## config.mk

```make
export PLATFORM = sky130hd
export DESIGN_NAME = seq_det_param
export DESIGN_NICKNAME = d
export VERILOG_FILES = /design/src/rtl/seq_det_param.sv
export SDC_FILE = /design/constraint.sdc
export NUM_CORES = 1
export LEC_CHECK = 0
export ABC_AREA = 1
export BUFFER_PORTS_ARGS = -buffer_cell sky130_fd_sc_hd__buf_4
export CELL_PAD_IN_SITES_DETAIL_PLACEMENT = 2
export CELL_PAD_IN_SITES_GLOBAL_PLACEMENT = 2
export CORE_ASPECT_RATIO = 1.75
export CORE_UTILIZATION = 33
export CTS_CLUSTER_SIZE = 10
export DETAILED_ROUTE_END_ITERATION = 6
export PLACE_DENSITY = 0.84
export SLEW_MARGIN = 10
export SYNTH_ARGS = -nofsm -noshare
export SYNTH_HDL_FRONTEND = slang
export SYNTH_SLANG_ARGS = --single-unit
```

## constraint.sdc

```tcl
create_clock -name clk -period 4.14 [get_ports clk]
set_input_delay 0.828 -clock clk [delete_from_list [all_inputs] [get_ports clk]]
set_output_delay 0.828 -clock clk [all_outputs]
set_load 0.02 [all_outputs]
```

## src/rtl/seq_det_param.sv

```systemverilog
// Parametrised sliding-window serial pattern detector with overlap control and saturating match counter.
// Optional runtime-programmable pattern when SEQDET_PROG_EN is defined.
module seq_det_param #(
    parameter int                   PATTERN_W = 4,
    parameter logic [PATTERN_W-1:0] PATTERN   = 4'b1001,
    parameter bit                   OVERLAP   = 1'b1,
    parameter int                   CNT_W     = 8
) (
    input  logic                 clk,
    input  logic                 rst,
    input  logic                 seqIn,
    input  logic                 seqValid,
    input  logic                 cntClr,
`ifdef SEQDET_PROG_EN
    input  logic                 patLoad,
    input  logic [PATTERN_W-1:0] patIn,
`endif
    output logic                 detOut,
    output logic [CNT_W-1:0]     matchCnt
);

    localparam int                FILL_W   = $clog2(PATTERN_W + 1);
    localparam logic [FILL_W-1:0] FILL_MAX = FILL_W'(PATTERN_W);
    localparam logic [FILL_W-1:0] FILL_THR = FILL_W'(PATTERN_W - 1);
    localparam logic [CNT_W-1:0]  CNT_MAX  = '1;

    logic [PATTERN_W-1:0] hist;
    logic [PATTERN_W-1:0] win;
    logic [PATTERN_W-1:0] pat;
    logic [FILL_W-1:0]    fill;
    logic                 load;
    logic                 accept;
    logic                 match;

`ifdef SEQDET_PROG_EN
    assign load = patLoad;

    always_ff @(posedge clk or negedge rst) begin
        if (!rst) begin
            pat <= PATTERN;
        end else if (patLoad) begin
            pat <= patIn;
        end
    end
`else
    assign load = 1'b0;
    assign pat  = PATTERN;
`endif

    // A pattern load steals the cycle, so any bit offered alongside it is dropped.
    assign accept = seqValid && !load;
    assign win    = {hist[PATTERN_W-2:0], seqIn};
    assign match  = accept && (fill >= FILL_THR) && (win == pat);

    always_ff @(posedge clk or negedge rst) begin
        if (!rst) begin
            hist   <= '0;
            fill   <= '0;
            detOut <= 1'b0;
        end else if (load) begin
            fill   <= '0;
            detOut <= 1'b0;
        end else if (accept) begin
            hist   <= win;
            detOut <= match;
            if (!OVERLAP && match) begin
                fill <= '0;
            end else if (fill != FILL_MAX) begin
                fill <= fill + 1'b1;
            end
        end
    end

    // Clear outranks a coincident match; the count sticks at all-ones.
    always_ff @(posedge clk or negedge rst) begin
        if (!rst) begin
            matchCnt <= '0;
        end else if (cntClr) begin
            matchCnt <= '0;
        end else if (match && (matchCnt != CNT_MAX)) begin
            matchCnt <= matchCnt + 1'b1;
        end
    end

endmodule
```

==> out/summary.md, run 1 <==
The flow ran to the end, and the final reports show no timing, DRC or antenna violations. The area of the die was 2840 sq um. The clock transition at the register clock pins on the worst setup and hold paths after CTS is 0.07 ns, and the count of buffering cells on the critical path with inverters included is 1. The H-tree depth is 1, and the x dimension of the die is 40.8 um.

CTS placed an instance of clkbuf_8 at the clock tree root. The cell taking the most area after synthesis is dfrtp_1. After detailed routing, the number of vias per cell comes to 5.22. Synthesis inferred 15 register bits. For this run, the number of standard cells in the final layout without fillers is 155. Headroom to the max-slew limit came out at 80.4%. The core box area is 2490 sq um, and the count of input and output buffers is 13.

Setup repair after global routing left no endpoint under its margin. The maximum achievable frequency came out at 0.579 GHz. The starting density of the core came out at 34.8%. The tools report the type of element capturing the critical path as an output pin. The logs give 3 for the number of buffers added by the clock tree synthesis step and 0 for the number of max-slew violations in the final report. The number of nets handed over by synthesis was 121.

For the via count of the first global-routing pass, the log shows 875. The run gives 12 as the number of violations reported at the end of detailed-routing iteration 0. The synthesized netlist cell count was 112; the area share of the largest cell type after synthesis was 43.3%. The total DRC errors in the routed layout is 0. At the later pin of the worst-skew pair, clock insertion delay measures 0.25 ns.

Wires add up to 2.38 mm. In the final routed layout, each cell accounts on average for 15.4 um. Setup violations remaining at the end of the flow were counted as 0. The number of enable-type register cells in the synthesized netlist is 0.

After global routing the overflow that remains totals 0. Walking the worst path, the cells encountered are buf_4. The number of nets in the final layout came out at 139. Once the clock tree was built, the resizer swapped 0 gates to a different size.

For the post-layout worst setup margin, the log shows 2.41 ns. The repair_antennas step left the layout with diodes totalling 0. For the number of fillers in the final layout, the log shows 294. The share of async-settable or async-resettable flops after synthesis is 100%. Deepest clock path buffer count: 2. The final critical path takes up 41.7% of the cycle. The tree built by TritonCTS fans out to 15 sinks.

The worst hold slack was 0.424 ns. Between clock sinks in the finished design, the worst skew comes to 0.00117 ns. Before antenna repair, the detailed router went through 4 iterations. Sequential-to-total area share from yosys stat: 43.3%. On the critical path, the stage with the largest delay is an instance of dfrtp_1. Relative to the synthesized area, the layout overhead comes to 20.3%. Cells fill 41.9% of the core in the end. STA puts the critical path data arrival time at 0.90 ns.

In the global route stage, met2 resource usage came out at 38.3%. The highest net fanout along the worst path works out to 5. The worst hold path belongs to the class input port to async pin. For this design the top-level I/O count stands at 14. The number of buffers inserted by post-CTS setup repair came out at 0. STA classifies the critical path startpoint as a flop. TritonCTS built the clock tree.

In the final timing run, aggregate negative setup slack is 0 ns. The global routing's busiest layer is met2. By area the synthesized netlist is led by dfrtp_1 43%, nand2_1 15%, nor2_1 6.5%.

The tool flagged a number of max-cap violations equal to 0. The global routing usage on met3 is 3.85%, and the pre-CTS setup slack is 2.45 ns. The proportion of layout cells with a drive suffix above 1 was 20.9%. The worst-case IR drop observed on VDD is 257 uV. The power density normalized to cell area is 408 nW/um^2, and the number of hold-slack violations in the final timing report is 0.

The tools report the global-route wire length before repair as 3.90 mm. The commonest cells after synthesis are 34 x nand2_1, 15 x dfrtp_1, 15 x nor2_1, 13 x inv_1, 9 x nand3_1. For the weighted congestion at the end of routability-driven global placement, the log shows 0.728. The largest single stage delay on the critical path is 0.45 ns. In this run the static leakage power is 0.527 nW.

The most used flip-flop cell after synthesis is dfrtp_1. For the pin with the worst max-slew slack, the measured transition is 0.294 ns. The per-instance average area after synthesis is 7.74 sq um. For the initial antenna violation count, the log shows 0. Across all layers, the routed design uses 809 vias. The logs give 24 for the count of standard-cell rows and 22 for the number of distinct library cells after synthesis.

Total routing usage reported by global routing: 20.2%. The count of hold buffers inserted by post-cts repair was 0. The critical path in this run is classified as flop to output pin. nand2_1 is the most common cell in the netlist. The count of nets left with antenna violations once routing finished came out at 0.

From bottom edge to top edge, the die measures 69.8 um. The tools report the largest net degree at the start of global routing as 16. At the worst endpoint, the required time is 3.31 ns. The mapped netlist covers 867 sq um. Summed over all nets, the half-perimeter wirelength after detailed placement is 1.86 mm. The tools report the routing usage on met1 as 18.7%. Largest delay contributor family on the critical path: flip-flops. Subtracting the final worst setup slack from the clock period gives 1.73 ns.

Once placement completed, the tool counted placed cells totaling 151. Yosys printed 0 warnings.
[placed cells by master, fill, tap and decap left out, types with 2 or more instances in the layout]
cell type / synthesis / layout
xor2_1: 2 / 2
ha_1: 4 / 4
nand2_2: 3 / 3
inv_1: 13 / 13
o21ai_0: 4 / 4
dfrtp_1: 15 / 15
nand2_1: 34 / 34
nor2_1: 15 / 15
nand3_1: 9 / 9
clkbuf_8: 0 / 3
buf_4: 0 / 13
[logic make-up (layout without fill, tap and decap cells)]
| kind of cell | after synthesis | in the layout | share of synthesized area (%) |
|---|---|---|---|
| DFF | 15 | 15 | 43.3 |
| and+or+nand+nor | 69 | 69 | 37.2 |
| xor gates and xnor gates | 2 | 2 | 2.02 |
| AOI/OAI and AO/OA | 8 | 8 | 5.63 |
| buffers and inverters | 14 | 31 | 6.06 |
| adders and majority gates | 4 | 4 | 5.77 |
[through the flow]
step	power, mW	instance area [sq um]
finish	0.426	1040
global route	0.458	1040
CTS	0.435	1040
detailed placement	0.304	997
global placement	0.295	997
floorplan	0.265	867
[state kept, by name, summed over array words and instances (netlist names)]
register	flops
fill	3
detOut	1
hist	3
matchCnt	8
[metal layers]
| metal | share of wire [%] | up-vias | wire, um |
|---|---|---|---|
| li1 | - | 385 | - |
| met1 | 34 | 403 | 805 |
| met2 | 62 | 14 | 1470 |
| met3 | 2.0 | 7 | 48 |
| met4 | 2.2 | 0 | 53 |
| met5 | 0 | - | 0 |
[path summary, 6_finish.rpt]
check	startpoint	endpoint	slack, ns	cells past startpoint
min in group clk	hist[0]	hist[1]	0.50	2
min	rst	detOut	0.42	1
max in group asynchronous	rst	hist[2]	3.54	1
max reg2reg	matchCnt[0]	matchCnt[7]	2.58	8
max	matchCnt[3]	matchCnt[3]	2.41	1
min reg2reg	hist[0]	hist[1]	0.50	2
[layout make-up]
type	count	area (sq um)	area share, %
multi-input cells	83	439	42.1
flip-flops and latches	15	375	36.0
repair buffers	13	97.6	9.35
inverters	14	52.6	5.04
clock buffers	3	41.3	3.96
well taps	26	32.5	3.12
clock inverters	1	5.00	0.480
[power breakdown]
part	internal (mW)	leakage [nW]	switching (mW)
Sequential	0.169	0.195	0.0187
Clock	0.0668	0.0255	0.0569
Combinational	0.0406	0.306	0.0741
Note: power is estimated with default switching activity, not from simulation.
==> run 2: changes to the inputs <==
--- a/config.mk
+++ b/config.mk
@@ -10,10 +10,10 @@
 export CELL_PAD_IN_SITES_DETAIL_PLACEMENT = 2
 export CELL_PAD_IN_SITES_GLOBAL_PLACEMENT = 2
 export CORE_ASPECT_RATIO = 1.75
-export CORE_UTILIZATION = 33
+export CORE_UTILIZATION = 31
 export CTS_CLUSTER_SIZE = 10
 export DETAILED_ROUTE_END_ITERATION = 6
-export PLACE_DENSITY = 0.84
+export PLACE_DENSITY = 0.8
 export SLEW_MARGIN = 10
 export SYNTH_ARGS = -nofsm -noshare
 export SYNTH_HDL_FRONTEND = slang
==> constraint.sdc (replaced) <==
create_clock -name clk -period 1.6 [get_ports clk]
set_input_delay 0.32 -clock clk [delete_from_list [all_inputs] [get_ports clk]]
set_output_delay 0.32 -clock clk [all_outputs]
set_load 0.02 [all_outputs]
==> run 2 against run 1 <==
Sequential cell count unchanged. Critical endpoint is now matchCnt[6]. Cell area increased by 4.3%. Clock-buffer cell count increased by 1. Routed wire length increased by 3.2%.
==> out/summary.md, run 2 (synthesized netlist as in run 1, its figures left out) <==
The most frequent standard cell in the layout excluding fill and tap cells was nand2_1 (unchanged). The count of input and output buffers was 13 (unchanged). Commonest non-fill, non-tap cells in the layout: 34 x nand2_1, 16 x buf_4, 15 x dfrtp_1 (was 34 x nand2_1, 15 x nor2_1, 15 x dfrtp_1). For the deepest clock path buffer count, the log shows 2 (unchanged). The total negative setup slack was 0 ns (unchanged); the starting density of the core was 32.2% (was 34.8%).

The total routed wirelength was 2.46 mm (was 2.38 mm); the maximum achievable frequency was 0.667 GHz. The root cell of the clock tree was clkbuf_8 (unchanged). The worst-case reg-to-reg path depth was 8 (unchanged).

The logs give 0 (unchanged) for the diode insertion count for antenna repair and 0 (unchanged) for the reported max-cap violation count. The number of violations reported at the end of detailed-routing iteration 0 came out at 4 (was 12). The tools report the kind of launch point of the worst setup path as a flop (unchanged). The post-layout worst setup margin was 0.102 ns (was 2.41 ns); the clock transition at the register clock pins on the worst setup and hold paths after CTS was 0.06 ns (was 0.07 ns).

The type of the worst setup path was flop to flop (was flop to output pin). The slew of the pin with the lowest slew margin came out at 0.322 ns (was 0.294 ns). The global-route wire length before repair came out at 4.16 mm (was 3.90 mm).

The run gives 2690 sq um (was 2490 sq um) as the core box area. The weighted congestion at the end of routability-driven global placement was 0.681 (was 0.728). In the finished design, the share of the clock period the worst path needs comes to 93.6%.

The number of vias in the routed layout was 824 (was 809); the cell area after placement was 1020 sq um (was 997 sq um). Timing endpoint of the critical path: matchCnt[6] (was matchCnt[3]). For the number of cells in the finished layout apart from fillers, the log shows 161 (was 155). The proportion of layout cells with a drive suffix above 1 was 23.1% (was 20.9%); the pre-CTS setup slack was 0.124 ns (was 2.45 ns). The number of nets in the final layout was 144 (was 139); the number of iterations in the first detailed-routing pass was 2 (was 4). The required time reported for the critical path endpoint is 1.74 ns (was 3.31 ns), and the final HPWL from detailed placement is 1.84 mm (was 1.86 mm). The worst min-delay path category is input port to flop (was input port to async pin). The logs give 14 (unchanged) for the number of I/O pins and 15 (unchanged) for the number of clock sinks. The total routing usage reported by global routing is 18.2% (was 20.2%), and the final critical-path required period is 1.50 ns. Type of element capturing the critical path: a flop (was an output pin). The multi-input gate area in the final layout was 452 sq um (was 439 sq um).

The number of flip-flops in the largest register is 8 (unchanged). Number of fillers in the final layout: 332 (was 294). The timing startpoint of the critical path is fill[0] (was matchCnt[3]).

The maximum clock skew at final layout is 0.00228 ns (was 0.00117 ns). The flow ran to the end, and the final reports show no timing, DRC or antenna violations. Final count of negative-setup-slack endpoints: 0 (unchanged). TritonCTS built the clock tree. The tools report the end of the worst register-to-register path as matchCnt[6] (was matchCnt[7]). The total power of the final layout was 1.13 mW (was 0.426 mW). The run gives 1090 sq um (was 1040 sq um) as the final standard cell area without fillers. Biggest registers after layout: matchCnt: 8 flops, fill: 3 flops, hist: 3 flops (unchanged).

Total leakage power: 0.546 nW (was 0.527 nW). The register-to-register setup slack is 0.10 ns (was 2.58 ns), and the highest net fanout along the worst path is 6 (was 5). The total DRC errors in the routed layout came out at 0 (unchanged). The logs give 1.63 ns (was 0.90 ns) for the data arrival time of the critical path and 0 (unchanged) for the number of hold-slack violations in the final timing report. The tools report the number of buffers added by the clock tree synthesis step as 3 (unchanged). The normalized max-slew margin is 78.5% (was 80.4%). The mean number of vias per cell works out to 5.12 (was 5.22). The largest net degree at the start of global routing is 16 (unchanged), and the power density normalized to cell area is 1040 nW/um^2 (was 408 nW/um^2). The number of max-slew violations in the final report was 0 (unchanged); the sum of overflow across all layers after global routing was 0 (unchanged).

The top register by number of flip-flops is matchCnt (unchanged). The run gives 0 (unchanged) as the residual antenna-violating net count after detailed routing. The x dimension of the die was 42.0 um (was 40.8 um); the count of standard-cell rows was 25 (was 24). The area of the die is 3020 sq um (was 2840 sq um).

The worst reg2reg path startpoint is fill[0] (was matchCnt[0]). For the via count of the first global-routing pass, the log shows 914 (was 875). The sequential cell area was 375 sq um (unchanged); the post-detailed-route wirelength per cell was 15.3 um (was 15.4 um). The height of the die is 72.0 um (was 69.8 um).

The startpoint identified for the worst hold timing path is seqIn. The H-tree depth was 1 (unchanged); the later-pin clock latency in the skew report was 0.25 ns (about the same). The initial antenna violation count was 0 (unchanged); the total placed cells including tap cells was 155 (was 151). The area added between synthesis and finish was 25.5% (was 20.3%); the number of buffers inserted by post-CTS setup repair was 0 (unchanged). The run gives 575 uV (was 257 uV) as the worst vdd rail ir drop.
## run 2: final cells by class
cell class	count	share of cell area [%]
multi-input cells	84	41.5
repair buffers	17	12.0
well taps	27	3.10
inverters	14	4.83
flip-flops and latches	15	34.5
clock buffers	4	4.14
## run 2: through the flow
stage               hold WS, ns  utilization (%)
floorplan                0.0244                -
global placement          0.190             38.0
detailed placement        0.192             38.0
CTS                       0.304             40.0
global route              0.331             40.5
finish                    0.303             40.5
## run 2: what timing repair did
| item | 4_1_cts | 5_1_grt |
|---|---|---|
| setup endpoints to repair | 0 | 6 |
| endpoints found under the hold margin | 15 | 0 |
| resized for setup | 0 | 1 |
| hold buffers | 1 | 0 |
## run 2: metal layers
metal	up-vias	global-route usage (%)	routed length [um]
li1	401	-	-
met1	407	18.5	931
met2	12	36.6	1450
met3	4	2.24	45
met4	0	6.45	31
met5	-	0	0
## run 2: worst min-delay path by stage
stage / cells after the start / slack, ns / to
after global routing: 3 / 0.33 / hist[0]
final: 3 / 0.30 / hist[0]
after global placement: 1 / 0.19 / matchCnt[2]
after CTS: 3 / 0.30 / hist[0]
after floorplan: 0 / 0.02 / detOut
after detailed placement: 1 / 0.19 / matchCnt[2]
## run 2: report_power, final
| part | internal (mW) | switching [mW] |
|---|---|---|
| Combinational | 0.127 | 0.218 |
| Clock | 0.176 | 0.130 |
| Sequential | 0.437 | 0.0403 |
## run 2: worst max-delay path, cell delays in order, from the launching register on
cell and delay (ns):
dfrtp_1 0.38, ha_1 0.22, ha_1 0.21, nor2_2 0.13, o21ai_2 0.12, nand3_4 0.12
nand2_4 0.08, nand2_1 0.07, nand2_1 0.05
